<file path="config.mk">
export PLATFORM = sky130hd
export DESIGN_NAME = alu_sequencer
export DESIGN_NICKNAME = d
export VERILOG_FILES = /design/src/rtl/seq_pkg.sv /design/src/rtl/iter_counter.sv /design/src/rtl/alu_sequencer.sv
export SDC_FILE = /design/constraint.sdc
export NUM_CORES = 1
export LEC_CHECK = 0
export BUFFER_PORTS_ARGS = -buffer_cell sky130_fd_sc_hd__buf_2
export CORE_MARGIN = 5
export CORE_UTILIZATION = 40
export CTS_CLUSTER_DIAMETER = 150
export DETAILED_ROUTE_END_ITERATION = 8
export PLACE_DENSITY_LB_ADDON = 0.05
export SKIP_LAST_GASP = 1
export SYNTH_ARGS = -nofsm -noshare
export SYNTH_HDL_FRONTEND = slang
export SYNTH_SLANG_ARGS = --single-unit
</file>
<file path="constraint.sdc">
create_clock -name clk -period 3.6 [get_ports clk]
set_input_delay 0.18 -clock clk [delete_from_list [all_inputs] [get_ports clk]]
set_output_delay 0.18 -clock clk [all_outputs]
set_load 0.005 [all_outputs]
</file>
<file path="src/rtl/seq_pkg.sv">
`default_nettype none
// ============================================================================
// Module      : seq_pkg
// Description : Shared opcodes, FSM state encoding and size defaults for the
//               ALU sequencer.
// Revision    : 1.0 - initial release
// ============================================================================
package seq_pkg;

    localparam int ROM_AW_DEFAULT = 9;
    localparam int DW_DEFAULT     = 16;

    localparam logic [7:0] c_OP_ADD  = 8'h00;
    localparam logic [7:0] c_OP_SUB  = 8'h01;
    localparam logic [7:0] c_OP_MUL  = 8'h02;
    localparam logic [7:0] c_OP_DIV  = 8'h03;
    localparam logic [7:0] c_OP_HALT = 8'hFF;

    // S_LOAD_B is the cycle in which the B operand byte is captured.
    typedef enum logic [3:0] {
        S_IDLE     = 4'd0,
        S_FETCH_OP = 4'd1,
        S_FETCH_A  = 4'd2,
        S_FETCH_B  = 4'd3,
        S_LOAD_B   = 4'd4,
        S_EXEC     = 4'd5,
        S_MUL_LOOP = 4'd6,
        S_DIV_LOOP = 4'd7,
        S_DONE     = 4'd8,
        S_HALT     = 4'd9
    } state_t;

endpackage
`default_nettype wire

</file>
<file path="src/rtl/iter_counter.sv">
`default_nettype none
// ============================================================================
// Module      : iter_counter
// Description : Loadable up/down iteration counter with zero detect.
// Revision    : 1.0 - initial release
// ============================================================================
module iter_counter #(
    parameter int W = 16
) (
    input  logic         clk,
    input  logic         rst,
    input  logic         i_load,
    input  logic [W-1:0] i_load_val,
    input  logic         i_dec,
    input  logic         i_inc,
    output logic [W-1:0] o_count,
    output logic         o_zero
);

    logic [W-1:0] r_count;

    always_ff @(posedge clk or posedge rst) begin
        if (rst) begin
            r_count <= '0;
        end else if (i_load) begin
            r_count <= i_load_val;
        end else if (i_dec) begin
            r_count <= r_count - 1'b1;
        end else if (i_inc) begin
            r_count <= r_count + 1'b1;
        end
    end

    assign o_count = r_count;
    assign o_zero  = (r_count == '0);

endmodule
`default_nettype wire

</file>
<file path="src/rtl/alu_sequencer.sv">
`default_nettype none
// ============================================================================
// Module      : alu_sequencer
// Description : Fetches 3-byte instructions from a synchronous ROM and runs
//               ADD/SUB/MUL/DIV on an external shared adder/subtractor.
// Revision    : 1.0 - initial release
// ============================================================================
module alu_sequencer
    import seq_pkg::*;
#(
    parameter int ROM_AW = ROM_AW_DEFAULT,
    parameter int DW     = DW_DEFAULT
) (
    input  logic              clk,
    input  logic              reset,
    input  logic              start,
    output logic [ROM_AW-1:0] rom_addr,
    input  logic [7:0]        rom_data,
    output logic [DW-1:0]     alu_a,
    output logic [DW-1:0]     alu_b,
    output logic              alu_op,
    input  logic [DW-1:0]     alu_y,
    output logic [DW-1:0]     result,
    output logic [DW-1:0]     remainder,
    output logic              result_valid,
    output logic              busy,
    output logic              halted,
    output logic              div_zero
);

    // Last pc from which a whole 3-byte instruction can still be fetched.
    localparam logic [ROM_AW-1:0] c_PC_LIMIT = ROM_AW'((1 << ROM_AW) - 3);

    state_t            r_state, w_next;
    logic [ROM_AW-1:0] r_pc;
    logic [7:0]        r_opcode;
    logic [DW-1:0]     r_a, r_b, r_acc;
    logic              w_cnt_load, w_cnt_dec, w_cnt_inc, w_cnt_zero;
    logic [DW-1:0]     w_cnt_val, w_cnt;
    logic              w_pc_over;

    assign w_pc_over = (r_pc > c_PC_LIMIT);

    iter_counter #(.W(DW)) u_iter (
        .clk        (clk),
        .rst        (reset),
        .i_load     (w_cnt_load),
        .i_load_val (w_cnt_val),
        .i_dec      (w_cnt_dec),
        .i_inc      (w_cnt_inc),
        .o_count    (w_cnt),
        .o_zero     (w_cnt_zero)
    );

    always_ff @(posedge clk or posedge reset) begin
        if (reset) r_state <= S_IDLE;
        else       r_state <= w_next;
    end

    always_comb begin
        w_next     = r_state;
        rom_addr   = '0;
        alu_a      = '0;
        alu_b      = '0;
        alu_op     = 1'b0;
        w_cnt_load = 1'b0;
        w_cnt_val  = '0;
        w_cnt_dec  = 1'b0;
        w_cnt_inc  = 1'b0;
        case (r_state)
            S_IDLE, S_HALT: if (start) w_next = S_FETCH_OP;
            S_FETCH_OP: begin
                rom_addr = r_pc;
                w_next   = w_pc_over ? S_HALT : S_FETCH_A;
            end
            S_FETCH_A: begin
                rom_addr = r_pc + ROM_AW'(1);
                w_next   = S_FETCH_B;
            end
            S_FETCH_B: begin
                rom_addr = r_pc + ROM_AW'(2);
                w_next   = S_LOAD_B;
            end
            S_LOAD_B: w_next = S_EXEC;
            S_EXEC: begin
                case (r_opcode)
                    c_OP_ADD, c_OP_SUB: begin
                        alu_a  = r_a;
                        alu_b  = r_b;
                        alu_op = (r_opcode == c_OP_SUB);
                        w_next = S_DONE;
                    end
                    c_OP_MUL: begin
                        w_cnt_load = 1'b1;
                        w_cnt_val  = r_b;
                        w_next     = S_MUL_LOOP;
                    end
                    c_OP_DIV: begin
                        if (r_b == '0) begin
                            w_next = S_DONE;
                        end else begin
                            w_cnt_load = 1'b1;
                            w_next     = S_DIV_LOOP;
                        end
                    end
                    default: w_next = S_HALT;
                endcase
            end
            S_MUL_LOOP: begin
                alu_a = r_acc;
                alu_b = r_a;
                if (w_cnt_zero) w_next = S_DONE;
                else            w_cnt_dec = 1'b1;
            end
            S_DIV_LOOP: begin
                alu_a  = r_acc;
                alu_b  = r_b;
                alu_op = 1'b1;
                if (r_acc >= r_b) w_cnt_inc = 1'b1;
                else              w_next    = S_DONE;
            end
            S_DONE:  w_next = S_FETCH_OP;
            default: w_next = S_IDLE;
        endcase
    end

    // Datapath and status registers; result_valid fires on entry to S_DONE.
    always_ff @(posedge clk or posedge reset) begin
        if (reset) begin
            r_pc         <= '0;
            r_opcode     <= '0;
            r_a          <= '0;
            r_b          <= '0;
            r_acc        <= '0;
            result       <= '0;
            remainder    <= '0;
            result_valid <= 1'b0;
            busy         <= 1'b0;
            halted       <= 1'b0;
            div_zero     <= 1'b0;
        end else begin
            result_valid <= 1'b0;
            case (r_state)
                S_IDLE, S_HALT: begin
                    if (start) begin
                        r_pc     <= '0;
                        halted   <= 1'b0;
                        div_zero <= 1'b0;
                        busy     <= 1'b1;
                    end
                end
                S_FETCH_OP: begin
                    if (w_pc_over) begin
                        halted <= 1'b1;
                        busy   <= 1'b0;
                    end
                end
                S_FETCH_A: r_opcode <= rom_data;
                S_FETCH_B: r_a      <= DW'(rom_data);
                S_LOAD_B:  r_b      <= DW'(rom_data);
                S_EXEC: begin
                    r_pc <= r_pc + ROM_AW'(3);
                    case (r_opcode)
                        c_OP_ADD, c_OP_SUB: begin
                            result       <= alu_y;
                            remainder    <= '0;
                            result_valid <= 1'b1;
                        end
                        c_OP_MUL: r_acc <= '0;
                        c_OP_DIV: begin
                            if (r_b == '0) begin
                                result       <= '0;
                                remainder    <= r_a;
                                div_zero     <= 1'b1;
                                result_valid <= 1'b1;
                            end else begin
                                r_acc <= r_a;
                            end
                        end
                        default: begin
                            halted <= 1'b1;
                            busy   <= 1'b0;
                        end
                    endcase
                end
                S_MUL_LOOP: begin
                    if (!w_cnt_zero) begin
                        r_acc <= alu_y;
                    end else begin
                        result       <= r_acc;
                        remainder    <= '0;
                        result_valid <= 1'b1;
                    end
                end
                S_DIV_LOOP: begin
                    if (r_acc >= r_b) begin
                        r_acc <= alu_y;
                    end else begin
                        result       <= w_cnt;
                        remainder    <= r_acc;
                        result_valid <= 1'b1;
                    end
                end
                default: ;
            endcase
        end
    end

endmodule
`default_nettype wire

</file>
==> metrics.md <==
| Metric | Value |
|---|---|
| IO Port Bufs | 96 |
| Share of cells above drive strength 1 | 0.252 |
| Non-filler cells in the finished layout | between 900 and 1,000 |
| Remaining Overflow, GRT | 0 |
| CTS sink count | 105 |
| DP Wirelength | 14,600 um |
| Most frequent cells in the layout | dfrtp_1, buf_2, nor2_1 |
| CTS tree | done |
| Die X | ~140 um |
| Gr busiest metal | met2 |
| RSZ-0062 raised after global routing | false |
| RR Startpoint | r_state[2] |
| WP data arrival | about 3500 ps |
| Fmax | slightly above 300 MHz |
| Most frequent CP cell | o21ai_0 |
| Final Hold Viols | 0 |
| CP required | around 3800 ps |
| H-tree depth | 3 |
| Core area | between 0.015 and 0.02 mm2 |
| Pin count of the biggest net entering global routing | 68 |
| Hold crit path type | input port to async pin |
| Post-synth EDFFs | 0 |
| Relative slew slack | 0.393 |
| Layout net count | 815 |
| Outcome | finished, final reports clean |
| Maximum root-to-sink buffer count | 2 |
| Die area | 0.0193 mm2 |
| GP Congestion | roughly 0.85 |
| Cells after Synth | a little under 700 |
| Lkg Pwr | 3.49 nW |
| CP Depth | 12 |
| Num ports | 105 |
| CP top delay family | compound AO/OA/AOI/OAI gates |
| Hold_ws | ~18 ps |
| Vias/cell | around 5.6 |
| Max cap viols | 0 |
| Worst-path clk slew | about 80 ps |
| Area grow syn2layout | 13.8% |
| Drt wl/cell | just under 20 um |
| Die span in y | approximately 140 um |
| GR met1 Demand/Resource | 0.297 |
| CP Max Fanout | 12 |
| Multi-input gate area | between 0.003 and 0.004 mm2 |
| Overall routing resource usage | 0.201 |
| Setup-failing EPs final | 0 |
| # diodes | 0 |
| Seq/Total Area, Yosys | 0.395 |
| Postcts setup bufs | 0 |
| Number of DRC markers in iteration 0 | 381 |
| WS Path Type | flop to flop |
| First-pass detailed-route iteration total | 5 |
| Worst Clk Skew | approximately 11 ps |
| Library cells used by synthesis | 74 |
| Cells after DPL | about 970 |
| Period Utilization, post-route | 0.901 |
| Worst slew pin tran | about 900 ps |
| First-pass GRT wire length | 31,100 um |
| Initial core utilization | 0.404 |
| Fillers | 1,609 |
| Met2 Usage GRT | 0.300 |
| ANT nets after route | 0 |
| Slew Viols, Final | 0 |
| CP Capture Type | flop |
| PD cells | about 800 mW/mm2 |
| Initial antenna violation count | 0 |
| DR DRC count | 0 |
| Root buf cell | clkbuf_16 |
| R2R cell count | 12 |
| Met3 usage | 0.0348 |
| Crit path buf inv count | 2 |
| Synthesized flop and latch total | between 100 and 150 |
| Async S/R FF share, synth | 1.00 |
| Fin crit period | 3240 ps |
| Clk Latency, worst-skew pair | about 360 ps |
| Peak supply drop | 0.350 mV |
| Ys flop type | dfrtp_1 |
| CP peak stage delay | 580 ps |
| Slowest-stage cell, CP | dfrtp_1 |
| Synth Area per Inst | around 9.8 um2 |
| Most common cell after layout, fill and taps aside | dfrtp_1 |
| Fin area | 0.00756 mm2 |
| Ys Warns | 0 |
| CP cell instances | nand2b_1 -> nor3b_2 -> nand2_1 -> inv_1 -> buf_4 -> ha_1 -> o21ai_0 -> o21ai_0 -> a2111oi_2 -> nor4_2 -> o2111ai_1 -> nand3_1 |
| Sequential cell area | about 0.0026 mm2 |
| Placed cell areas | ~0.0073 mm2 |
| Vias | between 5,000 and 6,000 |
| Number of global-route vias before repair | about 5,500 |
| Post-route setup TNS | 0 ps |
| Site Rows | 47 |
| CP Launch Type | flop |
| Synthesized cell area | 0.00665 mm2 |
| PnR Total Power | 6.06 mW |
| Critical Path Start | r_state[2] |
| CTS buffer count | 9 |
| Wirelength, routed | ~19,000 um |
==> final timing paths <==
path	endpoint	slack, ps
worst min-delay path	result_valid	20
max in group asynchronous	r_b[2]	2770
min in group clk	r_b[1]	50
worst max-delay path	u_iter.o_count[15]	360
worst min register to register	remainder[13]	500
worst max register to register	u_iter.o_count[15]	360
==> kinds of logic after synthesis <==
family / after synthesis / synth area share
and+or+nand+nor: 199 / 0.156
AOI/OAI and AO/OA: 190 / 0.200
DFF: 105 / 0.395
buffers and inverters: 75 / 0.0566
muxes: 63 / 0.115
adders and majority gates: 29 / 0.0553
xor gates and xnor gates: 16 / 0.0211
other: 1 / 0.000564
==> cell type report <==
cell class | count | share of cell area
clock inverters | 7 | 0.00777
clock buffers | 9 | 0.0298
well taps | 220 | 0.0364
repair buffers | 111 | 0.0784
inverters | 28 | 0.0142
flip-flops and latches | 105 | 0.347
multi-input cells | 505 | 0.486
==> routing by layer <==
layer | routed length, um | vias to the layer above
met3 | 806 | 30
met2 | 8540 | 141
met4 | 441 | 0
li1 | - | 2632
met1 | 9570 | 2755
met5 | 0 | -
==> flip-flops by register name (all words and copies together), names as in the netlist, 4 cells and up <==
| register | cells |
|---|---|
| u_iter.o_count | 16 |
| remainder | 16 |
| r_b | 8 |
| r_acc | 16 |
| r_pc | 9 |
| r_a | 8 |
| r_opcode | 8 |
| result | 16 |
| r_state | 4 |
==> synth_stat cells (all sizes together) (2+ instances only) <==
cell     number  area, um2
a2111o        2       22.5
a2111oi       3       32.5
a211oi        6       45.0
a21o          4       30.0
a21oi        37        185
a221o         2       20.0
a22o         23        201
a22oi        12       90.1
a31oi         7       43.8
a32oi         5       62.6
a41oi         2       17.5
and2          3       18.8
and3b         2       17.5
buf          26        193
clkbuf       21       78.8
dfrtp       105       2630
ha           27        338
inv          28        105
mux2         42        552
mux2i        21        210
nand2        53        211
nand2b        4       25.0
nand3        25        135
nand4         5       31.3
nor2         59        240
nor2b         9       56.3
nor3         15       90.1
nor4         11       81.3
o2111ai       2       17.5
o211ai        4       30.0
o21a          3       22.5
o21ai        44        220
o21bai        3       22.5
o2bb2ai      16        140
o31ai         7       57.6
or2           3       18.8
or3           3       18.8
xnor2        11       96.3
xor2          5       43.8
==> through the flow <==
stage               setup WS [ps]  utilization
floorplan                     277            -
global placement              390        0.442
detailed placement            255        0.442
CTS                           230        0.459
global route                 11.4        0.459
finish                        356        0.459
==> report_power, final <==
group          leakage [nW]  internal [mW]  switching, mW
Combinational          2.03           1.27           1.53
Sequential             1.32           1.65          0.623
Clock                 0.139          0.483          0.499
Total                  3.49           3.40           2.65
==> repair_timing <==
| item | 4_1_cts | 5_1_grt |
|---|---|---|
| resized for setup | 0 | 1 |
| hold buffers | 0 | 0 |
| endpoints found under the setup margin | 0 | 1 |
Power figures use the tool's default switching activity.
